`src/rtl/calc_key_pkg.sv`:
```
// Shared key codes, widths and issue-FSM states for the calculator key sequencer.
package calc_key_pkg;

   localparam int KEY_W    = 5;
   localparam int NUM_KEYS = 18;

   localparam logic [KEY_W-1:0] KEY_D0    = 5'd0;
   localparam logic [KEY_W-1:0] KEY_D1    = 5'd1;
   localparam logic [KEY_W-1:0] KEY_D2    = 5'd2;
   localparam logic [KEY_W-1:0] KEY_D3    = 5'd3;
   localparam logic [KEY_W-1:0] KEY_D4    = 5'd4;
   localparam logic [KEY_W-1:0] KEY_D5    = 5'd5;
   localparam logic [KEY_W-1:0] KEY_D6    = 5'd6;
   localparam logic [KEY_W-1:0] KEY_D7    = 5'd7;
   localparam logic [KEY_W-1:0] KEY_D8    = 5'd8;
   localparam logic [KEY_W-1:0] KEY_D9    = 5'd9;
   localparam logic [KEY_W-1:0] KEY_PLUS  = 5'd10;
   localparam logic [KEY_W-1:0] KEY_MINUS = 5'd11;
   localparam logic [KEY_W-1:0] KEY_MUL   = 5'd12;
   localparam logic [KEY_W-1:0] KEY_DIV   = 5'd13;
   localparam logic [KEY_W-1:0] KEY_SQR   = 5'd14;
   localparam logic [KEY_W-1:0] KEY_EQUAL = 5'd15;
   localparam logic [KEY_W-1:0] KEY_CE    = 5'd16;
   localparam logic [KEY_W-1:0] KEY_AC    = 5'd17;

   typedef enum logic [1:0] {
      IDLE  = 2'd0,
      ISSUE = 2'd1,
      GAP   = 2'd2
   } state_t;

   function automatic logic [NUM_KEYS-1:0] key_onehot(input logic [KEY_W-1:0] code);
      return {{(NUM_KEYS-1){1'b0}}, 1'b1} << code;
   endfunction

endpackage

```
`src/rtl/calc_key_debounce.sv`:
```
// One key: 2-flop synchronizer followed by a stable-count debouncer.
module calc_key_debounce #(
   parameter int DEBOUNCE_CYCLES = 20000
) (
   input  logic sys_clk,
   input  logic rst_n,
   input  logic key_i,
   output logic level_o
);

   localparam int CNT_W = $clog2(DEBOUNCE_CYCLES);

   logic [1:0]       sync_q;
   logic             level_q, level_d;
   logic [CNT_W-1:0] cnt_q, cnt_d;

   // Any cycle that agrees with the current level restarts the count.
   always_comb begin
      cnt_d   = '0;
      level_d = level_q;
      if (sync_q[1] != level_q) begin
         if (cnt_q == CNT_W'(DEBOUNCE_CYCLES - 1)) begin
            level_d = sync_q[1];
         end else begin
            cnt_d = cnt_q + 1'b1;
         end
      end
   end

   always_ff @(posedge sys_clk or negedge rst_n) begin
      if (!rst_n) begin
         sync_q  <= '0;
         level_q <= 1'b0;
         cnt_q   <= '0;
      end else begin
         sync_q  <= {sync_q[0], key_i};
         level_q <= level_d;
         cnt_q   <= cnt_d;
      end
   end

   assign level_o = level_q;

endmodule

```
`src/rtl/calc_key_sequencer.sv`:
```
// Debounce, arbitrate, queue and issue calculator key commands as spaced one-cycle pulses.
// Optional ce long-press to ac conversion is enabled by defining CALC_LONG_CE_AC_EN.
module calc_key_sequencer
   import calc_key_pkg::*;
#(
   parameter int DEBOUNCE_CYCLES   = 20000,
   parameter int FIFO_DEPTH        = 4,
   parameter int GAP_CYCLES        = 2,
   parameter int LONG_PRESS_CYCLES = 2000000
) (
   input  logic                             sys_clk,
   input  logic                             rst_n,
   input  logic [NUM_KEYS-1:0]              key_raw,
   output logic [9:0]                       input_decimal,
   output logic                             plus,
   output logic                             minus,
   output logic                             mul,
   output logic                             div,
   output logic                             square,
   output logic                             equal,
   output logic                             ce,
   output logic                             ac,
   output logic [$clog2(FIFO_DEPTH+1)-1:0]  fifo_level,
   output logic                             drop_err,
   output logic                             busy
);

   localparam int LVL_W = $clog2(FIFO_DEPTH + 1);
   localparam int PTR_W = $clog2(FIFO_DEPTH);
   localparam int GAP_W = $clog2(GAP_CYCLES + 1);

   logic [NUM_KEYS-1:0] level, level_prev_q, press, ev;

   for (genvar gi = 0; gi < NUM_KEYS; gi++) begin : g_db
      calc_key_debounce #(.DEBOUNCE_CYCLES(DEBOUNCE_CYCLES)) u_db (
         .sys_clk (sys_clk),
         .rst_n   (rst_n),
         .key_i   (key_raw[gi]),
         .level_o (level[gi])
      );
   end

   assign press = level & ~level_prev_q;

`ifdef CALC_LONG_CE_AC_EN
   localparam int LP_W = $clog2(LONG_PRESS_CYCLES);

   logic [LP_W-1:0] lp_cnt_q, lp_cnt_d;
   logic            lp_done_q, lp_done_d, lp_fire;

   // One ac per continuous ce hold; re-armed only by releasing ce.
   always_comb begin
      lp_cnt_d  = lp_cnt_q;
      lp_done_d = lp_done_q;
      lp_fire   = 1'b0;
      if (!level[KEY_CE]) begin
         lp_cnt_d  = '0;
         lp_done_d = 1'b0;
      end else if (!lp_done_q) begin
         if (lp_cnt_q == LP_W'(LONG_PRESS_CYCLES - 1)) begin
            lp_fire   = 1'b1;
            lp_done_d = 1'b1;
         end else begin
            lp_cnt_d = lp_cnt_q + 1'b1;
         end
      end
   end

   always_ff @(posedge sys_clk or negedge rst_n) begin
      if (!rst_n) begin
         lp_cnt_q  <= '0;
         lp_done_q <= 1'b0;
      end else begin
         lp_cnt_q  <= lp_cnt_d;
         lp_done_q <= lp_done_d;
      end
   end

   assign ev = press | (lp_fire ? key_onehot(KEY_AC) : '0);
`else
   logic unused_long_press_cfg;
   assign unused_long_press_cfg = (LONG_PRESS_CYCLES > 0);
   assign ev = press;
`endif

   // Key codes are ordered by priority, so the highest set bit wins.
   logic             win_valid, multi_ev, ac_event, push_req, push, pop, full, drop;
   logic [KEY_W-1:0] win_code;

   always_comb begin
      win_valid = 1'b0;
      win_code  = '0;
      for (int i = 0; i < NUM_KEYS; i++) begin
         if (ev[i]) begin
            win_valid = 1'b1;
            win_code  = KEY_W'(i);
         end
      end
   end

   assign multi_ev = |(ev & (ev - key_onehot(KEY_D0)));
   assign ac_event = win_valid && (win_code == KEY_AC);
   assign push_req = win_valid && !ac_event;
   assign full     = (fifo_level == LVL_W'(FIFO_DEPTH));
   assign push     = push_req && (!full || pop);
   assign drop     = multi_ev || (push_req && !push);

   logic [KEY_W-1:0] mem [FIFO_DEPTH];
   logic [PTR_W-1:0] wr_ptr_q, rd_ptr_q;
   logic [LVL_W-1:0] count_q;

   always_ff @(posedge sys_clk) begin
      if (push) begin
         mem[wr_ptr_q] <= win_code;
      end
   end

   always_ff @(posedge sys_clk or negedge rst_n) begin
      if (!rst_n) begin
         wr_ptr_q     <= '0;
         rd_ptr_q     <= '0;
         count_q      <= '0;
         level_prev_q <= '0;
      end else begin
         level_prev_q <= level;
         if (ac_event) begin
            wr_ptr_q <= '0;
            rd_ptr_q <= '0;
            count_q  <= '0;
         end else begin
            wr_ptr_q <= wr_ptr_q + PTR_W'(push);
            rd_ptr_q <= rd_ptr_q + PTR_W'(pop);
            count_q  <= count_q + LVL_W'(push) - LVL_W'(pop);
         end
      end
   end

   state_t              state_q, state_d;
   logic [GAP_W-1:0]    gap_q, gap_d;
   logic [NUM_KEYS-1:0] out_q, out_d;
   logic                ac_pend_q, ac_pend_d, drop_q, drop_d, issue_ac, fifo_ne;

   assign fifo_ne = (count_q != '0);

   // A pending ac may leave GAP early; queued keys wait for the full gap.
   always_comb begin
      state_d  = state_q;
      gap_d    = gap_q;
      out_d    = '0;
      pop      = 1'b0;
      issue_ac = 1'b0;
      case (state_q)
         IDLE: begin
            if (ac_pend_q) begin
               state_d  = ISSUE;
               out_d    = key_onehot(KEY_AC);
               issue_ac = 1'b1;
            end else if (fifo_ne) begin
               state_d = ISSUE;
               out_d   = key_onehot(mem[rd_ptr_q]);
               pop     = 1'b1;
            end
         end
         ISSUE: begin
            state_d = GAP;
            gap_d   = '0;
         end
         GAP: begin
            if (ac_pend_q) begin
               state_d  = ISSUE;
               out_d    = key_onehot(KEY_AC);
               issue_ac = 1'b1;
            end else if (gap_q == GAP_W'(GAP_CYCLES - 1)) begin
               if (fifo_ne) begin
                  state_d = ISSUE;
                  out_d   = key_onehot(mem[rd_ptr_q]);
                  pop     = 1'b1;
               end else begin
                  state_d = IDLE;
               end
            end else begin
               gap_d = gap_q + 1'b1;
            end
         end
         default: state_d = IDLE;
      endcase

      ac_pend_d = ac_event || (ac_pend_q && !issue_ac);
      drop_d    = drop || (drop_q && !issue_ac);
   end

   always_ff @(posedge sys_clk or negedge rst_n) begin
      if (!rst_n) begin
         state_q   <= IDLE;
         gap_q     <= '0;
         out_q     <= '0;
         ac_pend_q <= 1'b0;
         drop_q    <= 1'b0;
      end else begin
         state_q   <= state_d;
         gap_q     <= gap_d;
         out_q     <= out_d;
         ac_pend_q <= ac_pend_d;
         drop_q    <= drop_d;
      end
   end

   assign input_decimal = out_q[9:0];
   assign plus          = out_q[KEY_PLUS];
   assign minus         = out_q[KEY_MINUS];
   assign mul           = out_q[KEY_MUL];
   assign div           = out_q[KEY_DIV];
   assign square        = out_q[KEY_SQR];
   assign equal         = out_q[KEY_EQUAL];
   assign ce            = out_q[KEY_CE];
   assign ac            = out_q[KEY_AC];
   assign fifo_level    = count_q;
   assign drop_err      = drop_q;
   assign busy          = (state_q != IDLE) || fifo_ne;

endmodule

```
`config.mk`:
```
export PLATFORM = sky130hd
export DESIGN_NAME = calc_key_sequencer
export DESIGN_NICKNAME = d
export VERILOG_FILES = /design/src/rtl/calc_key_pkg.sv /design/src/rtl/calc_key_debounce.sv /design/src/rtl/calc_key_sequencer.sv
export SDC_FILE = /design/constraint.sdc
export NUM_CORES = 1
export LEC_CHECK = 0
export BUFFER_PORTS_ARGS = -buffer_cell sky130_fd_sc_hd__buf_2
export CAP_MARGIN = 20
export CORE_MARGIN = 10
export CORE_UTILIZATION = 30
export DETAILED_ROUTE_END_ITERATION = 10
export SYNTH_ARGS = -nofsm -noshare
export SYNTH_HDL_FRONTEND = slang
export SYNTH_SLANG_ARGS = --single-unit
```
`constraint.sdc`:
```
create_clock -name sys_clk -period 6.16 [get_ports sys_clk]
set_clock_uncertainty 0.2 [all_clocks]
set_input_delay 0.924 -clock sys_clk [delete_from_list [all_inputs] [get_ports sys_clk]]
set_output_delay 0.924 -clock sys_clk [all_outputs]
set_load 0.05 [all_outputs]
```
== Yosys cells after proc, flatten, opt, wreduce, memory -nomap -nowiden ==
Memory sizes are Yosys's and may differ from the RTL's.
Index checks and enable logic that the tools add are counted.
Word-level totals
  input port bits: 20
  memories kept: 1
  output and inout bits: 23
  logic and storage cells: 275
  RAM bits: 20
  bits in registers: 373
Memories
  mem: words 4, bits a word 5, rd ports 1, clocked after memory_dff 0, wr ports 1, RTL line calc_key_sequencer.sv:108  | logic [KEY_W-1:0] mem [FIFO_DEPTH];
Operators by class
  shift operators: 1
  equality and inequality tests: 45
  bitwise logic cells: 3
  add/subtract/negate cells: 24
  mux-type cells: 97
  reduce and logical (&&, ||, !) cells: 41
Operators with widths (number)
  2-to-1 mux 15 bit: 36
  adder 15 x 1 -> 15 bit, second input constant: 18
  == test 15 bit, second input constant: 18
  2-to-1 mux 5 bit: 16
  2-to-1 mux 18 bit: 4
  AND reduction 2 bit: 19
  AND 18 bit: 2
  case mux 18 bit (2 select lines): 1
  2-to-1 mux 1 bit: 28
  != test 1 bit: 18
  inverter 18 bit: 1
  OR reduction 18 bit: 1
  left shift 1 x 5 -> 18 bit, first input constant: 1
  subtractor 18 x 1 -> 18 bit, second input constant: 1
  2-to-1 mux 2 bit: 8
  logical AND 1 bit: 6
  != test 3 bit, second input constant: 2
  case mux 2 bit (3 select lines): 1
  == test 5 bit, second input constant: 1
  logical OR 1 bit: 5
  adder 2 x 1 -> 2 bit: 2
  == test 2 x 1 -> 1 bit, second input constant: 2
  zero test 1 bit: 4
  != test 2 bit, second input constant: 2
  other kinds (13): 14

== Logic depth before layout (Yosys ltp) ==
  depth after elaboration: 28
  depth in mapped cells: 14
  mapped depth without buffers: 14

== By module ==
Synthesis repeated with hierarchy kept, for this count alone.
Second synthesis, totals
  cell total of the unflattened synthesis: 1700
  area, all modules: 18101.1 µm²
By module, submodules not included
  calc_key_debounce: cells an instance 81, instances 18, seq. area each 450.4 µm², area an instance 837.1 µm²
  calc_key_sequencer: cells an instance 242, instances 1, seq. area each 1826.8 µm², area an instance 3034.2 µm²

== Worst setup path before layout ==
Ideal clock, no wire load.
  path kind: flip-flop to flip-flop
  start: register count_q[1], in the netlist fifo_level[1]
  end: register count_q[2], in the netlist fifo_level[2]
  path slack: 3.098 ns
  stages on the path, launching flop included: 13
  data arrival time: 2.736 ns
  library setup time: 0.127 ns
  path buffers: 0
  required time: 5.833 ns
  path through: dfrtp_1 nor3_1 a211o_1 nor2_2 o21ai_1 a31oi_2 inv_1 ha_1 inv_1 ha_1 fa_1 xnor2_1 nor2_1
Between the ends
  longest elaborated chain between the ends: 10
  elaborated cells on any way between the ends: 13
  those cells by class: add/sub (2); eq/ne (1); mux (6); reduce/logical (4)
RTL lines
  start: declaration: RTL line calc_key_sequencer.sv:110  | logic [LVL_W-1:0] count_q;
  start signal: assignment: RTL line calc_key_sequencer.sv:133  | count_q <= count_q + LVL_W'(push) - LVL_W'(pop);
  nonzero test 3 bit: RTL line calc_key_sequencer.sv:143  | assign fifo_ne = (count_q != '0);
  2-to-1 mux 1 bit: RTL line calc_key_sequencer.sv:158, calc_key_sequencer.sv:174
  2-to-1 mux 1 bit: RTL line calc_key_sequencer.sv:173  | end else if (gap_q == GAP_W'(GAP_CYCLES - 1)) begin
  2-to-1 mux 1 bit: RTL line calc_key_sequencer.sv:169  | if (ac_pend_q) begin
  case mux 1 bit (2 select lines): RTL line calc_key_sequencer.sv:152  | case (state_q)
  logical OR 1 bit: RTL line calc_key_sequencer.sv:105  | assign push = push_req && (!full || pop);
  logical AND 1 bit: RTL line calc_key_sequencer.sv:105
  adder 3 x 1 -> 3 bit: RTL line calc_key_sequencer.sv:133
  subtractor 3 x 1 -> 3 bit (*): RTL line calc_key_sequencer.sv:133
  2-to-1 mux 3 bit (*): RTL line calc_key_sequencer.sv:126  | if (ac_event) begin
Mark *: on every way between the ends. The rest lies on a longest branch, timed or not.
A chain may end at the register's enable or synchronous reset.

== Final worst setup path ==
  start: register gap_q[1]
  end: register count_q[2], in the netlist fifo_level[2]
Between the ends
  longest elaborated chain between the ends: 9
RTL lines
  start: declaration: RTL line calc_key_sequencer.sv:139  | logic [GAP_W-1:0] gap_q, gap_d;
  start signal: assignment: RTL line calc_key_sequencer.sv:201  | gap_q <= gap_d;
  == test 2 x 1 -> 1 bit (*): RTL line calc_key_sequencer.sv:173
  2-to-1 mux 1 bit (*): RTL line calc_key_sequencer.sv:173
  2-to-1 mux 1 bit (*): RTL line calc_key_sequencer.sv:169
  case mux 1 bit (2 select lines) (*): RTL line calc_key_sequencer.sv:152
  logical OR 1 bit: RTL line calc_key_sequencer.sv:105
  logical AND 1 bit: RTL line calc_key_sequencer.sv:105
  adder 3 x 1 -> 3 bit: RTL line calc_key_sequencer.sv:133
  subtractor 3 x 1 -> 3 bit (*): RTL line calc_key_sequencer.sv:133
  2-to-1 mux 3 bit (*): RTL line calc_key_sequencer.sv:126
Marked as above.

==> impl_metrics.tcl <==
set metrics [dict create \
    arrival_ns 3.48 \
    cts_buffers 42 \
    syn-num-nets 1619 \
    path_class "flip-flop to flip-flop" \
    grt_pass1_wl_um 54610 \
    status "finished, final reports clean" \
    ys_seq_elements 393 \
    die_area_um2 66630 \
    tightest_slew_ns 0.8840 \
    io_pins 43 \
    synth.yosys.warnings 0 \
    yosys.cell_count.top_type "dfrtp_1" \
    routed-via-count 10900 \
    cts.repair.resized 0 \
    holdBufCountCts 0 \
    syn_to_final_growth_pct 14.65 \
    post_cts_buffers 0 \
    dp_cells 2352 \
    relSlewSlack_pct 41.07 \
    synth_edf_count 20 \
    hold_viol_final 0 \
    drt-total-wl_um 31450 \
    yosys-top-cells-area "dfrtp_1, xor2_1, nor2_1" \
    first_iter_violations 695 \
    setup_viol 0 \
    cp_max_fo 6 \
    die_width_um 258.1 \
    clock-root-buffer "clkbuf_16" \
    netlist_instances 1575 \
    fin_crit_ns 3.264 \
    cts_tree "built" \
    use_met2_pct 14.84 \
    dp_hpwl_um 21140 \
    fp.dieH_um 258.1 \
    ant_nets 0 \
    ys_async_sr_fraction_pct 94.91 \
    drive_above_1_share_pct 8.443 \
    insertion_delay_ns 0.55 \
    nNetsFinal 1684 \
    drv_cap 0 \
    drc_errors 0 \
    synth_common_cells "dfrtp_1, nor2_1, xor2_1" \
    clkSinkCount 393 \
    yosys.area.top_type_share_pct 54.87 \
    instances_no_fill 2426 \
    antenna_found_initial 0 \
    fmax_mhz 306.4 \
    coreArea_um2 56280 \
    p_per_area_nw_per_um2 273.9 \
    cp-end-kind "flip-flop" \
    path_clk_slew_ns 0.06 \
    synth_largest_area_cell "dfrtp_1" \
    ys_seq_area_share_pct 58.40 \
    first_global_vias 11020 \
    start_util_pct 30.23 \
    dr.pass1.iters 5 \
    vias_per_cell 4.493 \
    grt_use_total_pct 9.574 \
    grt_max_degree 141 \
    avgSynthCellArea_um2 10.80 \
    grt.busiest_layer "met2" \
    crit_required_ns 6.38 \
    diodes 0 \
    report.final.slew_viol_count 0 \
    grt.met3_usage_pct 2.038 \
    multi_input_area_um2 6849 \
    synth.cell_area_um2 17010 \
    cts-htree-levels 2 \
    crit_path_start_kind "flip-flop" \
    rsz0062_at_grt "false" \
    fin_tns_setup_ns 0 \
    hp-class "flip-flop to flip-flop" \
    register_area_um2 9935 \
    port_buffers 42 \
    power.leakage_nw 8.549 \
    num_rows 87 \
    ys_types 53 \
    globalplace.congestion 0.8412 \
    period_share_pct 52.98 \
    wl_per_cell_um 12.96 \
    ir_drop_uv 169.2 \
    fillers 5541 \
    grt_remaining_overflow 0 \
    synthFlopType "dfrtp_1" \
    met1_usage_pct 13.30 \
    cts_max_path_buffers 3 \
]
==> where the power goes <==
part           leakage, nW  switching, mW  internal [mW]
clock                0.683           1.03           1.49
combinational         2.64          0.103         0.0420
sequential            5.22         0.0372           2.64
==> layout by cell type, fill, tap and decap left out, types with 3 or more instances in the layout <==
cell / count
edfxtp_1: 20
nor2b_1: 10
xnor2_1: 83
nor3_1: 40
a21oi_1: 4
mux4_2: 3
clkinv_2: 11
dfrtp_1: 373
ha_1: 23
and2_1: 17
clkbuf_1: 6
bufinv_16: 4
nand2_1: 105
nand3_1: 97
o21ai_0: 6
mux2_2: 19
and3_1: 35
inv_1: 33
xor2_1: 173
nand2b_1: 41
nor2_1: 342
clkbuf_8: 5
buf_2: 41
nor4b_1: 17
clkbuf_16: 42
nand4_1: 73
==> through the flow <==
stage / cell area, µm² / util, % / power (mW) / worst slack [ns] / hold slack [ns]
2_1_floorplan: 17010 / - / 2.787 / 3.098 / 0.1312
3_3_place_gp: 18120 / 32.20 / 2.870 / 2.967 / 0.1369
3_5_place_dp: 18120 / 32.20 / 2.874 / 2.944 / 0.1357
4_1_cts: 19500 / 34.65 / 5.431 / 2.890 / 0.1284
5_1_grt: 19500 / 34.65 / 5.572 / 2.655 / 0.1479
6_report: 19500 / 34.65 / 5.341 / 2.896 / 0.1317
==> sequential cells by signal (all words and copies together), names as in the netlist <==
name / flops
ac_pend_q: 1
drop_err: 1
fifo_level: 3
g_db.u_db.cnt_q: 270
g_db.u_db.level_o: 18
g_db.u_db.sync_q: 36
gap_q: 2
level_prev_q: 18
mem: 20
out_q: 18
rd_ptr_q: 2
state_q: 2
wr_ptr_q: 2
==> worst max-delay path: stages, from the launching register on <==
cell	delay [ns]
dfrtp_1	0.39
inv_1	0.06
ha_1	0.20
inv_1	0.06
a211o_1	0.36
nor2_2	0.20
o21ai_1	0.18
a31oi_2	0.30
inv_1	0.08
ha_1	0.27
inv_1	0.04
ha_1	0.18
fa_1	0.38
xnor2_1	0.17
nor2_1	0.06
==> cell type report <==
cell class	instances	share of cell area, %
clock buffer	53	5.857
clock inverter	21	1.225
inverter	33	0.6351
multi-input combinational	1125	35.12
sequential	393	50.94
tap	756	4.850
timing repair buffer	45	1.373
==> routing by layer <==
metal  vias to the layer above  share of wire [%]
met5                         -                  0
met4                         0                2.0
met3                        48                4.0
met2                       136                 45
met1                      5345                 49
li1                       5372                  -
==> logic make-up after synthesis <==
group	synth area share, %
xor gates and xnor gates	13.18
adders and majority gates	1.868
buffers and inverters	1.331
DFF	58.40
AOI/OAI and AO/OA	1.155
and+or+nand+nor	21.98
muxes	2.082
==> worst paths after layout <==
check                      cells after the start  slack (ns)                     end                    from
min reg2reg                                    0        0.13  g_db[0].u_db.sync_q[1]  g_db[0].u_db.sync_q[0]
max reg2reg                                   14        2.90           fifo_level[2]                gap_q[1]
min                                            0        0.13  g_db[0].u_db.sync_q[1]  g_db[0].u_db.sync_q[0]
max in group asynchronous                      2        4.23  g_db[16].u_db.cnt_q[9]                   rst_n
max                                           14        2.90           fifo_level[2]                gap_q[1]
min in group asynchronous                      1        0.14  g_db[4].u_db.cnt_q[11]                   rst_n
(Power assumes the default switching activity.)
